### src/rtl/mem_access_arbiter.sv
// Round-robin arbiter sharing one memory port between N_REQ requesters.
// One transaction at a time: IDLE -> ISSUE -> WAIT -> RESP, with a WAIT timeout.
//
// state | meaning
// IDLE  | no transaction; pick the next requester round-robin from rr_ptr
// ISSUE | one-cycle gnt and mem_sel strobe towards the memory FSM
// WAIT  | hold op/addr/wdata, wait for mem_valid or the timeout
// RESP  | one-cycle done pulse, advance rr_ptr past the winner
module mem_access_arbiter #(
  parameter int N_REQ   = 4,
  parameter int ADDR_W  = 4,
  parameter int DATA_W  = 8,
  parameter int TIMEOUT = 15
) (
  input  logic                      clk,
  input  logic                      rst_n,
  input  logic [N_REQ-1:0]          i_req,
  input  logic [N_REQ-1:0]          i_req_we,
  input  logic [N_REQ*ADDR_W-1:0]   i_req_addr,
  input  logic [N_REQ*DATA_W-1:0]   i_req_wdata,
  output logic [N_REQ-1:0]          o_gnt,
  output logic [N_REQ-1:0]          o_done,
  output logic [DATA_W-1:0]         o_rdata,
  output logic                      o_err,
  output logic                      o_mem_sel,
  output logic                      o_mem_op,
  output logic [ADDR_W-1:0]         o_mem_addr,
  output logic [DATA_W-1:0]         o_mem_wdata,
  input  logic [DATA_W-1:0]         i_mem_rdata,
  input  logic                      i_mem_valid
);

  localparam int IDX_W = (N_REQ > 1) ? $clog2(N_REQ) : 1;

  localparam logic [1:0] S_IDLE  = 2'd0;
  localparam logic [1:0] S_ISSUE = 2'd1;
  localparam logic [1:0] S_WAIT  = 2'd2;
  localparam logic [1:0] S_RESP  = 2'd3;

  logic [1:0]        r_state;
  logic [IDX_W-1:0]  r_rr_ptr;
  logic [IDX_W-1:0]  r_win;
  logic [7:0]        r_cnt;
  logic [N_REQ-1:0]  r_gnt;
  logic [N_REQ-1:0]  r_done;
  logic [DATA_W-1:0] r_rdata;
  logic              r_err;
  logic              r_mem_sel;
  logic              r_mem_op;
  logic [ADDR_W-1:0] r_mem_addr;
  logic [DATA_W-1:0] r_mem_wdata;

  logic              w_found;
  logic [IDX_W-1:0]  w_win;
  logic              w_we;
  logic [ADDR_W-1:0] w_addr;
  logic [DATA_W-1:0] w_wdata;
  logic [N_REQ-1:0]  w_win_oh;
  logic [N_REQ-1:0]  w_done_oh;
  logic [IDX_W-1:0]  w_next_ptr;
  logic              w_timeout;

  // Scan starting at rr_ptr; the wrap is explicit so non-power-of-two N_REQ works.
  always_comb begin
    w_found = 1'b0;
    w_win   = '0;
    w_we    = 1'b0;
    w_addr  = '0;
    w_wdata = '0;
    for (int k = 0; k < N_REQ; k++) begin
      int v_idx;
      v_idx = int'(r_rr_ptr) + k;
      if (v_idx >= N_REQ) v_idx = v_idx - N_REQ;
      if (!w_found && i_req[v_idx]) begin
        w_found = 1'b1;
        w_win   = IDX_W'(v_idx);
        w_we    = i_req_we[v_idx];
        w_addr  = i_req_addr[v_idx*ADDR_W +: ADDR_W];
        w_wdata = i_req_wdata[v_idx*DATA_W +: DATA_W];
      end
    end
  end

  assign w_win_oh   = N_REQ'(1) << w_win;
  assign w_done_oh  = N_REQ'(1) << r_win;
  assign w_next_ptr = (r_win == IDX_W'(N_REQ - 1)) ? '0 : r_win + IDX_W'(1);
  assign w_timeout  = (r_cnt == 8'(TIMEOUT - 1));

  always_ff @(posedge clk or negedge rst_n) begin
    if (!rst_n) begin
      r_state     <= S_IDLE;
      r_rr_ptr    <= '0;
      r_win       <= '0;
      r_cnt       <= '0;
      r_gnt       <= '0;
      r_done      <= '0;
      r_rdata     <= '0;
      r_err       <= 1'b0;
      r_mem_sel   <= 1'b0;
      r_mem_op    <= 1'b0;
      r_mem_addr  <= '0;
      r_mem_wdata <= '0;
    end else begin
      case (r_state)
        S_IDLE: begin
          if (w_found) begin
            r_state     <= S_ISSUE;
            r_win       <= w_win;
            r_gnt       <= w_win_oh;
            r_mem_sel   <= 1'b1;
            r_mem_op    <= w_we;
            r_mem_addr  <= w_addr;
            r_mem_wdata <= w_wdata;
          end
        end
        S_ISSUE: begin
          r_gnt     <= '0;
          r_mem_sel <= 1'b0;
          r_state   <= S_WAIT;
        end
        S_WAIT: begin
          r_cnt <= r_cnt + 8'd1;
          // A response on the timeout cycle still counts as a good response.
          if (i_mem_valid) begin
            if (!r_mem_op) r_rdata <= i_mem_rdata;
            r_err   <= 1'b0;
            r_done  <= w_done_oh;
            r_state <= S_RESP;
          end else if (w_timeout) begin
            r_err   <= 1'b1;
            r_done  <= w_done_oh;
            r_state <= S_RESP;
          end
        end
        S_RESP: begin
          r_done   <= '0;
          r_cnt    <= '0;
          r_rr_ptr <= w_next_ptr;
          r_state  <= S_IDLE;
        end
        default: r_state <= S_IDLE;
      endcase
    end
  end

  assign o_gnt       = r_gnt;
  assign o_done      = r_done;
  assign o_rdata     = r_rdata;
  assign o_err       = r_err;
  assign o_mem_sel   = r_mem_sel;
  assign o_mem_op    = r_mem_op;
  assign o_mem_addr  = r_mem_addr;
  assign o_mem_wdata = r_mem_wdata;

endmodule
### config.mk
export PLATFORM = sky130hd
export DESIGN_NAME = mem_access_arbiter
export DESIGN_NICKNAME = d
export VERILOG_FILES = /design/src/rtl/mem_access_arbiter.sv
export SDC_FILE = /design/constraint.sdc
export NUM_CORES = 1
export LEC_CHECK = 0
export BUFFER_PORTS_ARGS = -buffer_cell sky130_fd_sc_hd__buf_4
export CAP_MARGIN = 20
export CORE_MARGIN = 2
export CORE_UTILIZATION = 30
export DETAILED_ROUTE_END_ITERATION = 6
export GPL_TIMING_DRIVEN = 0
export PLACE_DENSITY = 0.52
export SLEW_MARGIN = 40
export SYNTH_ARGS = -nofsm -noshare
export SYNTH_HDL_FRONTEND = slang
export SYNTH_SLANG_ARGS = --single-unit
### constraint.sdc
create_clock -name clk -period 6.1 [get_ports clk]
set_input_delay 0.305 -clock clk [delete_from_list [all_inputs] [get_ports clk]]
set_output_delay 0.305 -clock clk [all_outputs]
set_load 0.02 [all_outputs]
* Yosys cells after proc, flatten, opt, wreduce, memory -nomap -nowiden
Index checks and enable logic that the tools add are counted.
** Word-level totals
- Input bits :: 67
- Output and inout bits :: 31
- Memory bits (writable) :: 0
- Bits in latches :: 0
- Memories :: 0
- Flip-flop bits (word level) :: 45
- Memory bits (read-only) :: 0
** Operators by class
- Bitwise operators :: 1
- Reductions and logical operators :: 16
- Shift-type cells :: 10
- Magnitude comparators :: 8
- $add $sub $neg :: 9
- Eq/ne operators :: 7
- Divide/modulo/power cells :: 0
- Multipliers :: 0
- Muxes and demuxes :: 63
** Operators by type and width (count)
- < comparator 32 x 4 -> 1 bit (second input constant) :: 4
- 2-to-1 mux 32 bit :: 4
- indexed part select 16 x 32 -> 4 bit :: 4
- indexed part select 32 x 32 -> 8 bit :: 4
- 2-to-1 mux 8 bit :: 4
- 2-to-1 mux 4 bit :: 7
- 2-to-1 mux 1 bit :: 27
- binary-select mux 1 bit (select 2 bit) :: 8
- 2-to-1 mux 2 bit :: 8
- one-hot mux 4 bit (2 select lines) :: 2
- one-hot mux 8 bit (2 select lines) :: 1
- subtractor 3 x 3 -> 4 bit (second input constant) :: 3
- AND reduction 2 bit :: 5
- >= comparator 3 bit (second input constant) :: 3
- adder 8 x 1 -> 8 bit (second input constant) :: 1
- equality test 8 x 4 -> 1 bit (second input constant) :: 1
- one-hot mux 2 bit (4 select lines) :: 1
- left shift 1 x 2 -> 4 bit (first input constant) :: 2
- adder 2 x 2 -> 3 bit (second input constant) :: 2
- equality test 2 bit (second input constant) :: 3
- nonzero test 2 bit :: 3
- subtractor 2 x 3 -> 4 bit (second input constant) :: 1
- adder 2 x 1 -> 3 bit (second input constant) :: 1
- >= comparator 2 x 3 -> 1 bit (second input constant) :: 1
- other kinds (10) :: 14

* Logic depth before layout (Yosys ltp)
- Depth in word-level cells :: 18
- Gate-level depth with buffers :: 10
- Gate-level depth less buffers :: 7

* Least setup slack after synthesis
OpenSTA, ideal clock, no wires.
- Path kind :: reg2reg
- Start :: reg r_rr_ptr[1]
- End :: reg r_mem_addr[3], in the netlist o_mem_addr[3]
- Stages on the path, launching flop included :: 11
- Slack :: 2998 ps
- Path buffers :: 5
- Arrival time :: 2973 ps
- Period minus slack after synthesis :: 3102 ps
- Cells stage by stage :: dfrtp_1 > clkbuf_1 > clkinv_1 > ha_1 > buf_2 > buf_2 > buf_2 > buf_1 > mux4_2 > a32oi_1 > a21oi_1
** Between the ends
- Cells in the longest elaborated chain, start to end :: 16
- Elaborated cells on any way between the ends :: 46
- Those cells by class :: add/sub: 7; order compare: 4; shift: 4; mux: 24; reduce/logical: 7
** Ends and longest elaborated chain
- start, declared :: line 41 : logic [IDX_W-1:0] r_rr_ptr;
- start signal, assigned :: line 138 : r_rr_ptr <= w_next_ptr;
- parallel branches: the longest is 16 deep, another holds subtractor 3 x 3 -> 4 bit
- end signal, assigned :: line 112 : r_mem_addr <= w_addr;
- end, declared :: line 50 : logic [ADDR_W-1:0] r_mem_addr;
Parallel ways; which one is timed is not known. The select of a mux whose other input is x is not followed.
A chain may end at the register's enable or synchronous reset.

* Worst setup path after layout
- Start :: reg r_rr_ptr[1]
- End :: reg r_mem_op, in the netlist o_mem_op
** Between the ends
- Cells in the longest elaborated chain, start to end :: 16
- Elaborated cells on any way between the ends :: 54
- Those cells by class :: add/sub: 7; order compare: 4; mux: 36; reduce/logical: 7
** Ends and longest elaborated chain
- parallel branches: the longest is 16 deep, another holds subtractor 3 x 3 -> 4 bit
- end signal, assigned :: line 111 : r_mem_op <= w_we;
- end, declared :: line 49 : logic r_mem_op;
Parallel ways; which one is timed is not known. The select of a mux whose other input is x is not followed.

==> metrics.md <==
| Metric | Value |
|---|---|
| Share of the yosys chip area belonging to registers | 27.6% |
| Post_cts resized | 0 |
| Proportion of layout cells with a drive suffix above 1 | 39.4% |
| Layout Utilization | roughly two fifths |
| Synth cell types | 54 |
| Ranking of synthesized cells by area | dfrtp_1 (28%), mux4_2 (24%), mux2i_1 (5.4%) |
| Status | finished clean |
| Area leader, netlist | dfrtp_1 |
| N_diodes | 0 |
| # fillers | 1,344 |
| Vias | 3,701 |
| Lkg Pwr | 2.16 nW |
| DRC marker count from the first detailed-route iteration | 231 |
| Slew @ Worst Pin | 799 ps |
| Post-CTS setup buffers | 0 |
| Crit Path Category | flip-flop to flip-flop |
| CP dominant cell by count | buf_2 |
| Routability cong. | a little under 0.8 |
| FFs w/ async S/R, synth | 100% |
| Routed WL | 12.8 mm |
| Commonest cells in the netlist | dfrtp_1 (45), mux4_2 (43), nor2_1 (41) |
| Row count | 42 |
| Max-slew violation count | 0 |
| Worst hold path type | input port to asynchronous set/reset pin |
| Final instance area | 5180 um^2 |
| Crit-path slowest cell | buf_1 |
| Synth Register Bits | 45 |
| Max-Cap Viols | 0 |
| # clock sinks | 45 |
| Synth Area in Simple Gates | 12.0% |
| Top-count cell post-synth | dfrtp_1 |
| Stages on worst setup path | 10 |
| Post-Synth Adder-Cell Area | 4.92% |
| Post-DR wirelength/cell | 19.4 um |
| Drt drc | 0 |
| Synth Area in XOR/XNOR | 1.29% |
| Max Freq | 0.234 GHz |
| Syn_nets | 460 |
| Final hold vios | 0 |
| CP Launch Type | flip-flop |
| Number of global-route vias before repair | approximately 3,800 |
| Buffers plus inverters on the worst setup path | 6 |
| IO Count | 98 |
| Setup crit start | r_rr_ptr[1] |
| Mapped Area | 4070 um^2 |
| VDD IR max | around 0.17 mV |
| Number of flops mapped to enable cells by yosys | 0 |
| Minimum clock period | 4270 ps |
| Area of placed instances | 5030 um^2 |
| Vias per Instance | 5.62 |
| Power Density | 520 nW/um^2 |
| Synth Instances | about 380 |
| Die Y | 121 um |
| First-pass GRT wire length | 20.3 mm |
| HPWL after DPL | 9.43 mm |
| CTS max path bufs | 2 |
| Final Cycle Share | a little over two thirds |
| Max incr delay on CP | 650 ps |
| Die X-Extent | 121 um |
| Later-pin clock latency in the skew report | roughly 300 ps |
| Yosys warns | 0 |
| ANT nets after route | 0 |
| Port bufs | between 90 and 100 |
| Ys flop type | dfrtp_1 |
| Pin count of the biggest net entering global routing | between 40 and 50 |
| Core area | ~13,000 um^2 |
| Synth Area in Compound Gates | 16.0% |
| FF-to-FF path depth | 10 |
| RSZ-0062 raised after global routing | false |
| Worst-path clk slew | 70 ps |
| Nets@finish | 564 |
| Layout Skew | 12.0 ps |
| Worst R2R Start | r_rr_ptr[1] |
| Total gr overflow | 0 |
| Finish-stage setup viols | 0 |
| Setup TNS | 0 ps |
| Critical Path Fanout Max | 10 |
| Synth top area share | approximately 28% |
| Multiplexer area fraction after synthesis | approximately a third |
| Initial Util | 30.8% |
| Post-CTS Hold Buffers | 0 |
| GRT Util Overall | 17.8% |
| Crit path DAT | around 4400 ps |
| Cell Chain, Critical Path | clkbuf_1 > clkinv_1 > ha_1 > buf_2 > buf_2 > buf_2 > buf_1 > mux4_2 > a21oi_1 > a21oi_1 |
| CP delay by family, top | buffers and inverters |
| CTS tree | built |
| Overall die area | 14,500 um^2 |
| Worst Setup End Kind | flip-flop |
| Largest family of logic cells by synthesized area | multiplexers |
| TritonCTS buffer count | 5 |
| Syn_area_per_cell | 10.8 um^2 |
| CTS root buf | clkbuf_16 |
| Area growth syn-to-layout | 27.1% |
| Initial antenna violation count | 0 |
| Slew margin rel. | 46.7% |
| CP Data Required Time | 6260 ps |
| DRT Pass-1 Iters | 7 |
| H-tree depth | 2 |
through the flow:
stage / hold WS [ps] / setup WS [ps] / power (W) / std cells
floorplan: 9.41 / 3000 / 0.00185 / 377
detailed placement: 371 / 1920 / 0.00241 / 650
CTS: 49.3 / 1890 / 0.00271 / 658
global route: 75.7 / 1620 / 0.00289 / 658
finish: 16.0 / 1830 / 0.00269 / 658
global placement: 366 / 1910 / 0.00238 / 650
flip-flops by register name (all words and copies together), names as in the netlist, 2 cells and up:
name and cells:
r_state 2, o_gnt 4, r_rr_ptr 2, o_rdata 8, o_done 4, r_win 2, o_mem_addr 4, r_cnt 8
o_mem_wdata 8
layout make-up:
type                    count  area [um^2]  share of cell area, %
multi-input cells         288         2750                   53.2
flip-flops and latches     45         1130                   21.7
repair buffers             97          728                   14.1
well taps                 176          220                   4.25
plain buffers              34          161                   3.12
clock buffers               5          125                   2.42
inverters                  10         37.5                  0.725
clock inverters             3         25.0                  0.483
layout by cell type, fill, tap and decap left out, types with 15 or more instances in the layout:
cell type,instances
a21oi_1,15
nor2_1,41
ha_1,16
mux4_2,43
buf_4,99
mux2i_1,22
nand2_1,19
mux2_2,15
dfrtp_1,45
where the power goes:
group / total (W) / internal, W / leakage, nW / switching, W
registers: 0.000523 / 0.000428 / 0.559 / 0.0000950
clock network: 0.000291 / 0.000155 / 0.0704 / 0.000137
logic: 0.00188 / 0.000860 / 1.53 / 0.00102
cells by family (layout without fill, tap and decap cells):
kind of cell,after synthesis,count (layout)
AOI/OAI and AO/OA,86,86
and+or+nand+nor,100,100
muxes,80,80
DFF,45,45
xor gates and xnor gates,6,6
buffers and inverters,44,149
adders and majority gates,16,16
layer usage:
metal / share of wire (%) / wire, um / global-route usage (%)
met5: 0 / 0 / 0
met4: 2.0 / 250 / 6.10
met3: 6.6 / 839 / 2.69
met2: 49 / 6230 / 29.2
met1: 43 / 5440 / 24.1
worst paths after layout:
kind,slack [ps],endpoint
max,1830,o_mem_op
min in group clk,200,o_err
min,20,r_cnt[3]
min reg2reg,510,o_gnt[2]
max reg2reg,1830,o_mem_op
max in group asynchronous,5650,o_mem_wdata[3]
No activity file was read; power rests on OpenSTA's default activity.
